### src/rtl/div_issue.sv
// div_issue: issue/collect controller between ID and the 64-bit iterative divider (RV64M DIV/REM[U][W]).
// Define DIV_ISSUE_CACHE_EN to keep the last collected divider result and reuse it on an exact key match.
module div_issue #(
    parameter int XLEN  = 64,
    parameter int TAG_W = 5
) (
    input  logic             clock,
    input  logic             reset,
    input  logic             flush,
    input  logic             in_valid,
    output logic             in_ready,
    input  logic [1:0]       in_op,
    input  logic             in_w,
    input  logic [XLEN-1:0]  in_src1,
    input  logic [XLEN-1:0]  in_src2,
    input  logic [TAG_W-1:0] in_tag,
    output logic             div_id_valid,
    output logic             div_ena,
    output logic             div_signed,
    output logic             div_w,
    output logic [XLEN-1:0]  div_dividend,
    output logic [XLEN-1:0]  div_divisor,
    output logic             div_ex_ready,
    input  logic             div_valid,
    input  logic [XLEN-1:0]  div_quotient,
    input  logic [XLEN-1:0]  div_remainder,
    output logic             out_valid,
    input  logic             out_ready,
    output logic [XLEN-1:0]  out_result,
    output logic [TAG_W-1:0] out_tag,
    output logic             busy
);

    typedef enum logic [2:0] {
        S_IDLE   = 3'd0,
        S_LAUNCH = 3'd1,
        S_WAIT   = 3'd2,
        S_DONE   = 3'd3,
        S_DRAIN  = 3'd4
    } state_e;

    state_e           state_q, state_d;
    logic [1:0]       op_q, op_d;
    logic             w_q, w_d;
    logic             signed_q, signed_d;
    logic [XLEN-1:0]  dividend_q, dividend_d;
    logic [XLEN-1:0]  divisor_q, divisor_d;
    logic [XLEN-1:0]  result_q, result_d;
    logic [TAG_W-1:0] tag_q, tag_d;
    logic             launch_q;
    logic             ex_ready_q;
    logic             out_valid_q;
    logic             busy_q;

    logic             accept_s;
    logic             in_signed_s;
    logic [XLEN-1:0]  ext_dvd_s;
    logic [XLEN-1:0]  ext_dvs_s;
    logic [XLEN-1:0]  min_val_s;
    logic             div_zero_s;
    logic             overflow_s;
    logic             special_s;
    logic [XLEN-1:0]  spec_quot_s;
    logic [XLEN-1:0]  spec_rem_s;
    logic             cache_hit_s;
    logic [XLEN-1:0]  cache_res_s;

    function automatic logic [XLEN-1:0] ext_operand(input logic [XLEN-1:0] src,
                                                    input logic            w,
                                                    input logic            sgn);
        logic [XLEN-1:0] res;
        if (w) begin
            res = {{(XLEN-32){sgn & src[31]}}, src[31:0]};
        end else begin
            res = src;
        end
        return res;
    endfunction

    function automatic logic [XLEN-1:0] select_result(input logic [1:0]      op,
                                                      input logic            w,
                                                      input logic [XLEN-1:0] quot,
                                                      input logic [XLEN-1:0] rem);
        logic [XLEN-1:0] res;
        res = op[1] ? rem : quot;
        if (w) begin
            res = {{(XLEN-32){res[31]}}, res[31:0]};
        end else begin
            res = res;
        end
        return res;
    endfunction

    assign accept_s    = in_valid & in_ready;
    assign in_signed_s = ~in_op[0];
    assign ext_dvd_s   = ext_operand(in_src1, in_w, in_signed_s);
    assign ext_dvs_s   = ext_operand(in_src2, in_w, in_signed_s);

    // Most negative value of the active width, as it appears after sign extension
    assign min_val_s   = in_w ? {{(XLEN-32){1'b1}}, 32'h8000_0000} : {1'b1, {(XLEN-1){1'b0}}};
    assign div_zero_s  = (ext_dvs_s == {XLEN{1'b0}});
    assign overflow_s  = in_signed_s & (ext_dvd_s == min_val_s) & (ext_dvs_s == {XLEN{1'b1}});
    assign special_s   = div_zero_s | overflow_s;
    assign spec_quot_s = div_zero_s ? {XLEN{1'b1}} : ext_dvd_s;
    assign spec_rem_s  = div_zero_s ? ext_dvd_s : {XLEN{1'b0}};

`ifdef DIV_ISSUE_CACHE_EN
    logic            cache_valid_q;
    logic [XLEN-1:0] cache_dvd_q;
    logic [XLEN-1:0] cache_dvs_q;
    logic            cache_signed_q;
    logic            cache_w_q;
    logic [XLEN-1:0] cache_quot_q;
    logic [XLEN-1:0] cache_rem_q;
    logic            cache_wr_s;

    assign cache_hit_s = cache_valid_q & (cache_dvd_q == ext_dvd_s) & (cache_dvs_q == ext_dvs_s)
                       & (cache_signed_q == in_signed_s) & (cache_w_q == in_w);
    assign cache_res_s = select_result(in_op, in_w, cache_quot_q, cache_rem_q);
    assign cache_wr_s  = (state_q == S_WAIT) & div_valid & ~flush;
`else
    assign cache_hit_s = 1'b0;
    assign cache_res_s = {XLEN{1'b0}};
`endif

    // Next-state and datapath capture for the issue/collect FSM
    always_comb begin
        state_d    = state_q;
        op_d       = op_q;
        w_d        = w_q;
        signed_d   = signed_q;
        dividend_d = dividend_q;
        divisor_d  = divisor_q;
        result_d   = result_q;
        tag_d      = tag_q;
        case (state_q)
            S_IDLE: begin
                if (accept_s) begin
                    op_d       = in_op;
                    w_d        = in_w;
                    signed_d   = in_signed_s;
                    dividend_d = ext_dvd_s;
                    divisor_d  = ext_dvs_s;
                    tag_d      = in_tag;
                    if (special_s) begin
                        result_d = select_result(in_op, in_w, spec_quot_s, spec_rem_s);
                        state_d  = S_DONE;
                    end else if (cache_hit_s) begin
                        result_d = cache_res_s;
                        state_d  = S_DONE;
                    end else begin
                        state_d  = S_LAUNCH;
                    end
                end else begin
                    state_d = S_IDLE;
                end
            end
            S_LAUNCH: begin
                if (flush) begin
                    state_d = S_DRAIN;
                end else begin
                    state_d = S_WAIT;
                end
            end
            S_WAIT: begin
                if (div_valid) begin
                    if (flush) begin
                        state_d = S_IDLE;
                    end else begin
                        result_d = select_result(op_q, w_q, div_quotient, div_remainder);
                        state_d  = S_DONE;
                    end
                end else if (flush) begin
                    state_d = S_DRAIN;
                end else begin
                    state_d = S_WAIT;
                end
            end
            S_DONE: begin
                if (flush || out_ready) begin
                    state_d = S_IDLE;
                end else begin
                    state_d = S_DONE;
                end
            end
            S_DRAIN: begin
                if (div_valid) begin
                    state_d = S_IDLE;
                end else begin
                    state_d = S_DRAIN;
                end
            end
            default: begin
                state_d = S_IDLE;
            end
        endcase
    end

    // State, operand/result registers and registered handshake outputs
    always_ff @(posedge clock or posedge reset) begin
        if (reset) begin
            state_q     <= S_IDLE;
            op_q        <= 2'd0;
            w_q         <= 1'b0;
            signed_q    <= 1'b0;
            dividend_q  <= {XLEN{1'b0}};
            divisor_q   <= {XLEN{1'b0}};
            result_q    <= {XLEN{1'b0}};
            tag_q       <= {TAG_W{1'b0}};
            launch_q    <= 1'b0;
            ex_ready_q  <= 1'b0;
            out_valid_q <= 1'b0;
            busy_q      <= 1'b0;
`ifdef DIV_ISSUE_CACHE_EN
            cache_valid_q  <= 1'b0;
            cache_dvd_q    <= {XLEN{1'b0}};
            cache_dvs_q    <= {XLEN{1'b0}};
            cache_signed_q <= 1'b0;
            cache_w_q      <= 1'b0;
            cache_quot_q   <= {XLEN{1'b0}};
            cache_rem_q    <= {XLEN{1'b0}};
`endif
        end else begin
            state_q     <= state_d;
            op_q        <= op_d;
            w_q         <= w_d;
            signed_q    <= signed_d;
            dividend_q  <= dividend_d;
            divisor_q   <= divisor_d;
            result_q    <= result_d;
            tag_q       <= tag_d;
            launch_q    <= (state_d == S_LAUNCH);
            ex_ready_q  <= (state_d == S_WAIT) || (state_d == S_DRAIN);
            out_valid_q <= (state_d == S_DONE);
            busy_q      <= (state_d != S_IDLE);
`ifdef DIV_ISSUE_CACHE_EN
            // Only a normally collected result refreshes the cache
            if (cache_wr_s) begin
                cache_valid_q  <= 1'b1;
                cache_dvd_q    <= dividend_q;
                cache_dvs_q    <= divisor_q;
                cache_signed_q <= signed_q;
                cache_w_q      <= w_q;
                cache_quot_q   <= div_quotient;
                cache_rem_q    <= div_remainder;
            end
`endif
        end
    end

    assign in_ready     = (state_q == S_IDLE) & ~flush;
    assign div_id_valid = launch_q;
    assign div_ena      = launch_q;
    assign div_signed   = signed_q;
    assign div_w        = w_q;
    assign div_dividend = dividend_q;
    assign div_divisor  = divisor_q;
    assign div_ex_ready = ex_ready_q;
    assign out_valid    = out_valid_q;
    assign out_result   = result_q;
    assign out_tag      = tag_q;
    assign busy         = busy_q;

endmodule

### config.mk
export PLATFORM = sky130hd
export DESIGN_NAME = div_issue
export DESIGN_NICKNAME = d
export VERILOG_FILES = /design/src/rtl/div_issue.sv
export SDC_FILE = /design/constraint.sdc
export NUM_CORES = 1
export LEC_CHECK = 0
export CORE_AREA = 2 2 183 185
export DETAILED_ROUTE_END_ITERATION = 10
export DIE_AREA = 0 0 185 187
export GPL_TIMING_DRIVEN = 0
export PLACE_DENSITY_LB_ADDON = 0.15
export SYNTH_ARGS = -nofsm -noshare
export SYNTH_HDL_FRONTEND = slang
export SYNTH_SLANG_ARGS = --single-unit
### constraint.sdc
create_clock -name clock -period 17.1 [get_ports clock]
set_clock_uncertainty 0.2 [all_clocks]
set_input_delay 5.13 -clock clock [delete_from_list [all_inputs] [get_ports clock]]
set_output_delay 5.13 -clock clock [all_outputs]
set_load 0.05 [all_outputs]
# Word level (Yosys, flattened, before mapping)
# Index checks and enable logic that the tools add are counted.
[op_classes]
n_eq_ne = 14
muxes = 22
bitwise = 9
n_reduce_logical = 8
[ops]
columns = ["op", "count"]
rows = [
  ["two-way mux 64 bit", 12],
  ["case mux 64 bit (2 select lines)", 1],
  ["equality test 64 bit", 1],
  ["equality test 64 bit, second input constant", 1],
  ["zero test 64 bit", 1],
  ["two-way mux 63 bit", 1],
  ["case mux 3 bit (5 select lines)", 1],
  ["equality test 3 x 2 -> 1 bit, second input constant", 4],
  ["two-way mux 3 bit", 4],
  ["!= test 2 bit, second input constant", 4],
  ["bitwise AND 1 bit", 6],
  ["equality test 3 x 1 -> 1 bit, second input constant", 2],
  ["equality test 3 bit, second input constant", 2],
  ["two-way mux 2 bit", 3],
  ["AND reduction 5 bit", 1],
  ["zero test 3 bit", 1],
  ["nonzero test 3 bit", 1],
  ["logical OR 1 bit", 2],
  ["inverter 1 bit", 2],
  ["AND reduction 2 bit", 1],
  ["nonzero test 2 bit", 1],
  ["OR 1 bit", 1],
]
[word_totals]
reg_bits = 208
in_bits = 270
output_inout_bits = 205

# Depth between registers and ports, before layout
[depth]
depth_word = 12
ltp_mapped = 9
depth_no_buf = 7

# Worst setup path before layout
# OpenSTA, ideal clock, no wires.
[synth_path]
kind = "input -> output"
start = "input flush"
end = "output in_ready"
arrival_time_ns = 5.694
t_required_ns = 11.770
path_slack_ns = 6.076
stages = 1
cell_sequence = "nor4_4"
[synth_via]
elab_chain_cells = 2
[synth_lines]
columns = ["element", "line", "source"]
rows = [
  ["from (decl)", "9", "input logic flush,"],
  ["inverter 1 bit", "251", "assign in_ready = (state_q == S_IDLE) & ~flush;"],
  ["bitwise AND 1 bit", "251", ""],
  ["to (decl)", "11", "output logic in_ready,"],
]
# Every way passes these cells.

# Worst setup path after layout
# Same ends and word-level chain as after synthesis.

==> reports/metrics.cfg <==
[outcome]
outcome=finished clean

[power_and_ir_drop]
p_leak_nw=7.27
vdd_drop_max_mv=0.136
power_frac_clock=0.171
p_per_area_mw_per_mm2=185
combPwrFrac=0.567
seqPwrFrac=0.262
swShare=0.482
internal-power_w=0.00164
switchingPower_w=0.00153

[grt]
grt-ovfl-total=0
grt_max_degree=107
grt_pass1_vias=11279
antenna_found_initial=3
grt_pass1_wl_mm=68.8
globalRouteTotalUtil=0.260

[timing]
setup_viol=0
final_max_slew_viol_count=0
tightestPinTransition_ps=889
min_period_ps=12140
finalSetupTns_ps=0
fin_crit_sh=0.710
rsz0062_at_grt=false
finalHoldViolCount=0
finalWorstSetupSlack_ps=4960
max_slew_margin=0.407
timing.fmax_mhz=82.4

[hold_path]
hold_path_class=reg2reg

[logic_synthesis]
seq_area_frac_synth=0.471
post-synth-top-count-cell=nand2_1
synth_cells=1221
ys_types=47
synth_commonest_cells=311 x nand2_1, 207 x dfrtp_1, 97 x a21oi_1
synth-edff-count=0
synth_top_area_share=0.471
async_flop_share=1.00
synth-seq-cells=207
yosys.area.top_type=dfrtp_1
synthesis.area_mm2=0.0110
synth_ff_type=dfrtp_1
syn-num-nets=1491
syn_area_per_cell_um2=9.02
synth.area.top_cells=dfrtp_1 47%, nand2_1 11%, mux2i_1 5.9%, a21oi_1 4.4%, mux2_4 3.7%
ys.warnings.count=0

[clock_network]
cts_buffer_depth=3
cts.repair_timing.setup_buffer_count=0
clk-insertion-delay-late_ps=510
cts_buffers=25
cts_hold_buffers=0
clkSinkCount=207
root_buffer=clkbuf_16
clkSlewWorstSetupHoldPaths_ps=60
ctsResizeCount=0
h-tree-depth=1
cts_tree=built

[placement]
place_hpwl_mm=36.0
place_congestion=0.942
dpl_worst_slack_ps=4970
io_buffers=474

[final_layout]
fillerInstances=3138
area_growth_pct=56.3
fin_util=0.523
drive_gt1_frac=0.0643
final_nets=1993

[floorplan]
die_y_um=187
core.rowCount=67
dieWidth_um=185
initial_utilization=0.335
io_pins=475
core_area_mm2=0.0329
dieArea_mm2=0.0346

[detailed_routing]
vias=11199
first_pass_iters=6
remaining_drc_errors=0
avgRoutedWirePerCell_um=21.0
drtIter0Drc=695
final_antenna_net_count=0
routed_wirelength_mm=46.1
via_per_inst=5.11

[job]
cap_violations=0

[critical_path]
worstPathRequired_ps=11770
worstSetupStartpointType=input pin
arrival_ps=6810
crit_fanout=4
worst-setup-path-type=in2out
critPathCaptureType=output pin
reg2reg_slack_ps=14080

## final timing paths
| kind | startpoint | cells after the start | to |
|---|---|---|---|
| max in group asynchronous | reset | 3 | out_result[11] |
| setup reg to reg | op_q[1] | 5 | out_result[1] |
| hold / removal | div_divisor[4] | 2 | div_divisor[4] |
| hold reg to reg | div_divisor[4] | 2 | div_divisor[4] |
| min in group asynchronous | reset | 2 | div_divisor[48] |
| setup / recovery | flush | 3 | in_ready |
## worst max-delay path, stage by stage
cell             delay, ps
clkdlybuf4s50_1        510
nor4_4                 300
clkdlybuf4s50_1        870
## per-layer routing
metal / track usage / up-vias / wire (um)
met5: 0 / - / 0
met3: 0.0604 / 64 / 3670
met4: 0.0800 / 0 / 1350
li1: - / 5278 / -
met2: 0.415 / 468 / 21200
met1: 0.351 / 5389 / 19900
## cells in the final DEF, fill, tap and decap left out, types with 3 or more instances in the layout
cell	count
clkdlybuf4s50_1	474
nand2_1	311
dfrtp_1	207
a21oi_1	97
clkbuf_1	76
nor2_1	76
o21ai_0	67
mux2i_1	65
nand3_1	40
o21a_1	34
o221ai_1	32
nor4_1	31
maj3_1	31
mux2_4	27
clkbuf_16	25
a21boi_0	24
nand4_1	17
buf_2	16
clkbuf_8	11
mux2_2	6
a21boi_1	6
inv_1	5
nor3_1	5
buf_4	5
o211ai_1	4
a31oi_1	4
clkinv_2	4
diode_2	3
buf_1	3
nand2b_1	3
buf_12	3
nor2b_1	3
## final cells by class
| cell class | instances | area, um^2 | area share |
|---|---|---|---|
| Antenna cell | 3 | 7.51 | 0.000436 |
| Buffer | 101 | 468 | 0.0272 |
| Clock buffer | 39 | 788 | 0.0458 |
| Clock inverter | 6 | 57.6 | 0.00335 |
| Inverter | 8 | 37.5 | 0.00218 |
| Multi-Input combinational cell | 905 | 5330 | 0.310 |
| Sequential cell | 207 | 5180 | 0.301 |
| Tap cell | 448 | 561 | 0.0326 |
| Timing Repair Buffer | 475 | 4770 | 0.277 |
## cells by family after synthesis
| family | count (synthesis) | synth area share |
|---|---|---|
| compound gates | 273 | 0.154 |
| fa+ha+maj | 31 | 0.0282 |
| buf+inv | 109 | 0.0452 |
| flops | 207 | 0.471 |
| mux | 99 | 0.103 |
| simple gates | 502 | 0.199 |
## power groups by stage
stage	Clock (W)	Combinational, W	Sequential (W)
floorplan	0	0.000387	0.00156
global placement	0	0.00180	0.000829
detailed placement	0	0.00181	0.000833
CTS	0.000555	0.00181	0.000830
global route	0.000577	0.00188	0.000855
finish	0.000545	0.00180	0.000831
## sequential cells by signal (all words and copies together), names as in the netlist, 3 cells and up
| signal | count |
|---|---|
| div_dividend | 64 |
| div_divisor | 64 |
| out_result | 64 |
| out_tag | 5 |
| state_q | 3 |
## through the flow
stage | instances | cell area [um^2] | hold slack [ps] | total power, W
6_report | 2192 | 17200 | 273 | 0.00318
3_3_place_gp | 2143 | 16300 | 257 | 0.00263
4_1_cts | 2189 | 17200 | 277 | 0.00320
3_5_place_dp | 2144 | 16300 | 263 | 0.00264
5_1_grt | 2191 | 17200 | 293 | 0.00331
2_1_floorplan | 1221 | 11000 | 475 | 0.00195
Note: power is estimated with default switching activity, not from simulation.
